## config.mk

```make
export PLATFORM = sky130hd
export DESIGN_NAME = alu_mc
export DESIGN_NICKNAME = d
export VERILOG_FILES = /design/src/rtl/alu_mc.sv
export SDC_FILE = /design/constraint.sdc
export NUM_CORES = 1
export LEC_CHECK = 0
export BUFFER_PORTS_ARGS = -buffer_cell sky130_fd_sc_hd__buf_2
export CAP_MARGIN = 0
export CORE_MARGIN = 2
export CORE_UTILIZATION = 60
export DETAILED_ROUTE_END_ITERATION = 8
export GPL_ROUTABILITY_DRIVEN = 0
export PLACE_DENSITY = 0.8
export SYNTH_ARGS = -nofsm -noshare
export SYNTH_HDL_FRONTEND = slang
export SYNTH_SLANG_ARGS = --single-unit
```

## constraint.sdc

```tcl
create_clock -name clk -period 6 [get_ports clk]
set_input_delay 0.3 -clock clk [delete_from_list [all_inputs] [get_ports clk]]
set_output_delay 0.3 -clock clk [all_outputs]
set_load 0.02 [all_outputs]
```

## src/rtl/alu_mc.sv

```systemverilog
// Multi-cycle ALU: single-cycle logic/shift/add ops, iterative shift-add multiply
// and restoring divide, registered result and flags behind valid/ready handshakes.
//
// state | meaning
// IDLE  | waiting for an op, in_ready=1
// BUSY  | iterating MUL/MULHU/DIVU/REMU, one bit per cycle
// DONE  | result and flags presented, waiting for out_ready
module alu_mc #(
  parameter int WIDTH = 8,
  parameter int SHW   = $clog2(WIDTH)
) (
  input  logic             clk,
  input  logic             rst_n,
  input  logic             in_valid,
  output logic             in_ready,
  input  logic [WIDTH-1:0] in1,
  input  logic [WIDTH-1:0] in2,
  input  logic [3:0]       alu_ctrl,
  output logic             out_valid,
  input  logic             out_ready,
  output logic [WIDTH-1:0] alu_result,
  output logic             zero_flag,
  output logic             carry_flag,
  output logic             ovf_flag,
  output logic             illegal_op
);

  localparam int CW = $clog2(WIDTH);

  typedef enum logic [1:0] {IDLE = 2'd0, BUSY = 2'd1, DONE = 2'd2} state_t;

  state_t           state, state_nxt;
  logic [3:0]       op_q;
  logic [WIDTH-1:0] b_q, hi_q, lo_q;
  logic [CW-1:0]    cnt_q;

  logic             accept, iter_op, is_mul;
  logic [SHW-1:0]   shamt;
  logic [WIDTH:0]   sum_w, dif_w;
  logic [WIDTH-1:0] sc_res;
  logic             sc_carry, sc_ovf, sc_ill;
  logic [WIDTH:0]   mul_sum, div_sh, div_dif;
  logic [WIDTH-1:0] hi_step, lo_step, it_res;
  logic             load, carry_nxt, ovf_nxt, ill_nxt;
  logic [WIDTH-1:0] res_nxt;

  assign in_ready  = (state == IDLE);
  assign out_valid = (state == DONE);
  assign accept    = in_valid & in_ready;
  assign iter_op   = (alu_ctrl >= 4'd9) && (alu_ctrl <= 4'd12);
  assign is_mul    = (op_q == 4'b1001) || (op_q == 4'b1010);

  always_comb begin
    shamt    = in2[SHW-1:0];
    sum_w    = {1'b0, in1} + {1'b0, in2};
    dif_w    = {1'b0, in1} - {1'b0, in2};
    sc_res   = '0;
    sc_carry = 1'b0;
    sc_ovf   = 1'b0;
    sc_ill   = 1'b0;
    case (alu_ctrl)
      4'b0000: sc_res = in1 & in2;
      4'b0001: sc_res = in1 | in2;
      4'b0010: begin
        sc_res   = sum_w[WIDTH-1:0];
        sc_carry = sum_w[WIDTH];
        sc_ovf   = (in1[WIDTH-1] == in2[WIDTH-1]) && (sum_w[WIDTH-1] != in1[WIDTH-1]);
      end
      4'b0011: sc_res = in1 ^ in2;
      4'b0100: sc_res = in1 << shamt;
      4'b0101: sc_res = in1 >> shamt;
      4'b0110: begin
        sc_res   = dif_w[WIDTH-1:0];
        sc_carry = dif_w[WIDTH];
        sc_ovf   = (in1[WIDTH-1] != in2[WIDTH-1]) && (dif_w[WIDTH-1] != in1[WIDTH-1]);
      end
      4'b0111: sc_res = {{(WIDTH-1){1'b0}}, dif_w[WIDTH]};
      4'b1000: sc_res = $signed(in1) >>> shamt;
      4'b1001, 4'b1010, 4'b1011, 4'b1100: sc_res = '0;
      default: sc_ill = 1'b1;
    endcase
  end

  // hi/lo hold the partial product (mul) or partial remainder/quotient (div)
  always_comb begin
    mul_sum = {1'b0, hi_q} + (lo_q[0] ? {1'b0, b_q} : '0);
    div_sh  = {hi_q, lo_q[WIDTH-1]};
    div_dif = div_sh - {1'b0, b_q};
    if (is_mul) begin
      hi_step = mul_sum[WIDTH:1];
      lo_step = {mul_sum[0], lo_q[WIDTH-1:1]};
    end else if (!div_dif[WIDTH]) begin
      hi_step = div_dif[WIDTH-1:0];
      lo_step = {lo_q[WIDTH-2:0], 1'b1};
    end else begin
      hi_step = div_sh[WIDTH-1:0];
      lo_step = {lo_q[WIDTH-2:0], 1'b0};
    end
    it_res = ((op_q == 4'b1001) || (op_q == 4'b1011)) ? lo_step : hi_step;
  end

  always_comb begin
    load      = 1'b0;
    res_nxt   = sc_res;
    carry_nxt = sc_carry;
    ovf_nxt   = sc_ovf;
    ill_nxt   = sc_ill;
    if (accept && !iter_op) begin
      load = 1'b1;
    end else if (state == BUSY && cnt_q == '0) begin
      load      = 1'b1;
      res_nxt   = it_res;
      carry_nxt = 1'b0;
      ovf_nxt   = 1'b0;
      ill_nxt   = 1'b0;
    end
  end

  always_ff @(posedge clk or negedge rst_n) begin
    if (!rst_n) state <= IDLE;
    else        state <= state_nxt;
  end

  always_comb begin
    state_nxt = state;
    case (state)
      IDLE:    if (accept) state_nxt = iter_op ? BUSY : DONE;
      BUSY:    if (cnt_q == '0) state_nxt = DONE;
      DONE:    if (out_ready) state_nxt = IDLE;
      default: state_nxt = IDLE;
    endcase
  end

  always_ff @(posedge clk or negedge rst_n) begin
    if (!rst_n) begin
      op_q  <= '0;
      b_q   <= '0;
      hi_q  <= '0;
      lo_q  <= '0;
      cnt_q <= '0;
    end else if (accept) begin
      op_q  <= alu_ctrl;
      b_q   <= in2;
      hi_q  <= '0;
      lo_q  <= in1;
      cnt_q <= CW'(WIDTH - 1);
    end else if (state == BUSY) begin
      hi_q <= hi_step;
      lo_q <= lo_step;
      if (cnt_q != '0) cnt_q <= cnt_q - 1'b1;
    end
  end

  always_ff @(posedge clk or negedge rst_n) begin
    if (!rst_n) begin
      alu_result <= '0;
      zero_flag  <= 1'b0;
      carry_flag <= 1'b0;
      ovf_flag   <= 1'b0;
      illegal_op <= 1'b0;
    end else if (load) begin
      alu_result <= res_nxt;
      zero_flag  <= (res_nxt == '0);
      carry_flag <= carry_nxt;
      ovf_flag   <= ovf_nxt;
      illegal_op <= ill_nxt;
    end
  end

endmodule
```

# Word level (Yosys, flattened, before mapping)
# Index checks and enable logic that the tools add are counted.
[totals]
in_bits = 24
elab_cells = 99
out_inout_bits = 14
reg_bits = 45
[classes]
n_shift = 3
add_sub_neg = 5
n_reduce_logical = 18
bitwise = 4
n_lt_le_gt_ge = 2
n_eq_ne = 24
mux = 32
[ops]
columns = ["operator", "n"]
rows = [
  ["$mux W8", 11],
  ["$pmux W8 S9", 1],
  ["$eq A4 B4 Y1 const B", 8],
  ["$add A8 B8 Y9", 2],
  ["$eq A4 B3 Y1 const B", 4],
  ["$reduce_or A13 Y1", 1],
  ["$mux W1", 10],
  ["$mux W3", 3],
  ["$sub A8 B8 Y9", 1],
  ["$sub A9 B8 Y9", 1],
  ["$and A8 B8 Y8", 1],
  ["$eq A4 B2 Y1 const B", 2],
  ["$logic_not A8 Y1", 1],
  ["$mux W2", 4],
  ["$or A8 B8 Y8", 1],
  ["$shl A8 B3 Y8", 1],
  ["$shr A8 B3 Y8", 1],
  ["$sshr A8 B3 Y8", 1],
  ["$xor A8 B8 Y8", 1],
  ["$ne A2 B1 Y1 const B", 3],
  ["$pmux W2 S3", 1],
  ["$logic_and A1 B1 Y1", 5],
  ["$eq A4 B1 Y1 const B", 1],
  ["$ge A4 B4 Y1 const B", 1],
  ["17 further kinds", 22],
]

# Longest topological paths before layout
[logic_depth]
ltp_word = 7
depth_mapped = 14
mapped_depth_nobuf = 12

# Worst setup path before layout
# No wires, ideal clock.
[synth_path]
kind = "register -> register"
from = "reg lo_q[7]"
to = "reg zero_flag"
setup_time_ns = 0.092
n_path_buf = 1
path_stages_with_launch = 14
t_arrival_ns = 2.986
t_required_ns = 5.908
synth_period_minus_slack_ns = 3.078
setup_slack_ns = 2.922
cell_sequence = "dfrtp_1 > inv_1 > ha_1 > inv_1 > fa_1 > a211oi_4 > o211ai_1 > a221o_1 > buf_6 > mux2_4 > mux2i_4 > a21boi_2 > or3b_1 > o31ai_2"
[synth_via]
elab_chain_len = 7
elab_cells_between_ends = 9
classes_between = "add/sub: 1; mux: 7; reduce/logical: 1"
[synth_lines]
columns = ["item", "line_no", "text"]
rows = [
  ["start: declaration", "34", "logic [WIDTH-1:0] b_q, hi_q, lo_q;"],
  ["start signal: assignment", "145", "lo_q <= in1;"],
  ["start signal: assignment", "149", "lo_q <= lo_step;"],
  ["$sub A9 B8 Y9", "88", "div_dif = div_sh - {1'b0, b_q};"],
  ["$mux W8 or $mux W1 (tied branches)", "92", "end else if (!div_dif[WIDTH]) begin"],
  ["$mux W8", "89", "if (is_mul) begin"],
  ["$mux W8 (*)", "99", "it_res = ((op_q == 4'b1001) || (op_q == 4'b1011)) ? lo_step : hi_step;"],
  ["$mux W8 (*)", "110", "end else if (state == BUSY && cnt_q == '0) begin"],
  ["$mux W8 (*)", "108", "if (accept && !iter_op) begin"],
  ["$logic_not A8 Y1 (*)", "163", "zero_flag <= (res_nxt == '0);"],
  ["end signal: assignment", "163", ""],
  ["end: declaration", "22", "output logic zero_flag,"],
]
# Mark *: on every way between the ends. The rest lies on a longest branch, timed or not.
# A chain may end at the register's enable or synchronous reset.

# Worst setup path after layout
# Ends and elaborated chain as after synthesis.

==> out/qor.csv <==
stage,metric,value,unit
setup_path,cp_common_cell,inv_1,
logic_synthesis,yosys.area_share.simple,21.2,%
logic_synthesis,synthArstFlopShare,100,%
timing,period_needed,3550,ps
route,final_antenna_net_count,0,
final_layout,final_common_cell,nand2_1,
route,via_count,5034,
global_route,grt-ovfl-total,0,
floorplanning,die_area,9120,um2
timing,fin_crit_sh,59.2,%
logic_synthesis,synth_area_per_cell,8.01,um2
clock_tree,root_buffer,clkbuf_8,
clock_tree,cts_tree,yes,
logic_synthesis,synth_compound_area_share,28.2,%
logic_synthesis,synth-edff-count,0,
route,vias_per_cell,6.78,
clock_tree,cts_inserted_buffers,5,
timing,setup_tns,0,ps
run_status,status,completed,
setup_path,critPathMaxFanout,16,
final_layout,area.growth.synth_to_final,6.13,%
job,cap_viol_max_count,0,
final_layout,seq_area,1130,um2
setup_path,cp-start-kind,register,
logic_synthesis,netlist_area,5020,um2
logic_synthesis,yosysTopAreaCellShare,22.4,%
power,power,2160,uW
setup_path,path_class,register to register,
power,peakVddDrop,0.232,mV
clock_tree,clk_latency,310,ps
timing,layout_setup_ws,2450,ps
floorplanning,io_pins,38,
setup_path,critPathArrivalTime,3780,ps
logic_synthesis,muxShareOfSynthArea,7.55,%
final_layout,drive_above_1_share,12.1,%
global_route,antenna_found_initial,0,
clock_tree,htreeDepth,2,
timing,max_freq,281,MHz
final_layout,antenna_cells,0,
power,powerDensity,406,nW/um2
logic_synthesis,synthCells,627,
global_route,track_usage,33.1,%
clock_tree,cts_setup_buffers,0,
place,place_area,5210,um2
floorplanning,start_util,61.4,%
clock_tree,cts.clk_slew.worst_paths,100,ps
timing,setup-violations-final,0,
timing,rsz0062_at_grt,false,
clock_tree,hold_buffers,0,
place,post-place-ws,2520,ps
clock_tree,post_cts_resized,0,
logic_synthesis,synth_top_family_by_area,compound AO/OA/AOI/OAI gates,
logic_synthesis,synth_xor_area_share,2.09,%
final_layout,layout_common_cells,"nand2_1 (70), o21ai_0 (51), nor2_1 (47), dfrtp_1 (45), ha_1 (44)",
logic_synthesis,ys_seq_area_share,22.4,%
logic_synthesis,yosysTopAreaCell,dfrtp_1,
timing,tightest_slew,1010,ps
logic_synthesis,synth_fa_ha_area_share,12.6,%
floorplanning,rows,33,
logic_synthesis,ys.flop_type,dfrtp_1,
timing,finalClockSkew,17.5,ps
final_layout,stdcell_area,5330,um2
floorplanning,core,8180,um2
global_route,grt_pass1_vias,4753,
logic_synthesis,yosysWarnings,0,
final_layout,fill_cells,704,
route,drtPass1Iterations,5,
clock_tree,clock_path_buffers,2,
final_layout,utilization,65.2,%
route,drc,0,
logic_synthesis,syn_nets,699,
setup_path,cpPeakStageDelay,530,ps
min_path,hp-class,input pin to async pin,
logic_synthesis,synth_area_leaders,"dfrtp_1 (22%), ha_1 (11%), nand2_1 (5.2%)",
setup_path,end_kind,register,
setup_path,path_cells,"inv_1, ha_1, inv_1, fa_1, a211oi_4, o211a_1, a221o_1, mux2i_1, a21oi_1, o22ai_1, or3b_1, o31ai_2",
route,routed_wirelength,14700,um
logic_synthesis,synth.ff_latch_count,45,
final_layout,multi_input_area,3600,um2
floorplanning,die_y,95.5,um
power,power.leakage,0.00244,uW
place,place.port_buffers,37,
clock_tree,cts_num_sinks,45,
timing,relSlewSlack,31.9,%
setup_path,critPathSlowestCell,a221o_1,
route,wire_per_inst,19.8,um
final_layout,nets,708,
place,dp_hpwl,10900,um
timing,drv_slew,0,
route,initialDrtViolationCount,421,
global_route,grt_pass1_wl,23400,um
setup_path,cp.required,6220,ps
floorplanning,die_w,95.5,um
global_route,grt_max_degree,46,
timing,finalHoldViolations,0,
logic_synthesis,ys_types,73,
-- path summary, 6_finish.rpt --
kind	startpoint	endpoint	slack, ps	cells after the start
min in group clk	in2[7]	b_q[7]	260	3
min	rst_n	cnt_q[0]	150	1
max	lo_q[7]	zero_flag	2450	12
min reg2reg	alu_result[3]	alu_result[3]	510	2
max reg2reg	lo_q[7]	zero_flag	2450	12
max in group asynchronous	rst_n	hi_q[1]	5190	1
-- flip-flops by register name, indices dropped and copies added, names as in the netlist --
name,count
carry_flag,1
b_q,8
zero_flag,1
hi_q,8
state,2
ovf_flag,1
cnt_q,3
lo_q,8
op_q,4
illegal_op,1
alu_result,8
-- layer usage --
layer | track usage (%) | up-vias | wire, um
li1 | - | 2324 | -
met4 | 9.88 | 0 | 405
met2 | 51.0 | 317 | 6580
met5 | 0 | - | 0
met3 | 8.70 | 49 | 1650
met1 | 45.7 | 2344 | 6090
-- critical path, delay by kind of cell, from the launching register on --
family          cells  cell delay [ps]
compound gates      6             1610
fa+ha+maj           2              590
buf+inv             2              120
flops               1              430
mux                 1              310
simple gates        1              400
-- stage by stage --
step / std cells / hold slack, ps
2_1_floorplan: 627 / 4.41
3_3_place_gp: 734 / 479
3_5_place_dp: 734 / 480
4_1_cts: 742 / 208
5_1_grt: 742 / 259
6_report: 742 / 155
-- layout make-up --
class	instances	share of cell area, %
clock buffers	6	1.55
clock inverters	2	0.704
inverters	38	2.68
multi-input cells	506	67.6
flip-flops and latches	45	21.1
well taps	105	2.47
repair buffers	40	3.90
-- power breakdown --
part	internal, uW	leakage [uW]	switching (uW)	total [uW]
clock	136	0.0000574	113	249
combinational	536	0.00182	822	1360
sequential	435	0.000558	121	556
-- cells by family after synthesis --
logic type,count (synthesis)
flip-flops,45
adder cells (fa/ha/maj),48
buffers and inverters,76
XOR/XNOR,12
AO/OA/AOI/OAI,205
multiplexers,27
AND/OR/NAND/NOR,214
-- Yosys cell counts, types with 7 or more instances --
library cell / count
nand2b_1: 11
o21ai_0: 51
o211ai_1: 12
nor3_1: 8
clkbuf_1: 29
mux2i_1: 15
a22oi_1: 8
nor2_1: 47
a221oi_1: 7
a21oi_1: 37
ha_1: 44
xnor2_1: 7
nand2_1: 70
nand3_1: 21
mux4_2: 7
dfrtp_1: 45
nor2b_1: 11
o21bai_1: 7
inv_1: 38
o31ai_1: 8
a211oi_1: 14
and2_1: 11
(Power assumes the default switching activity.)
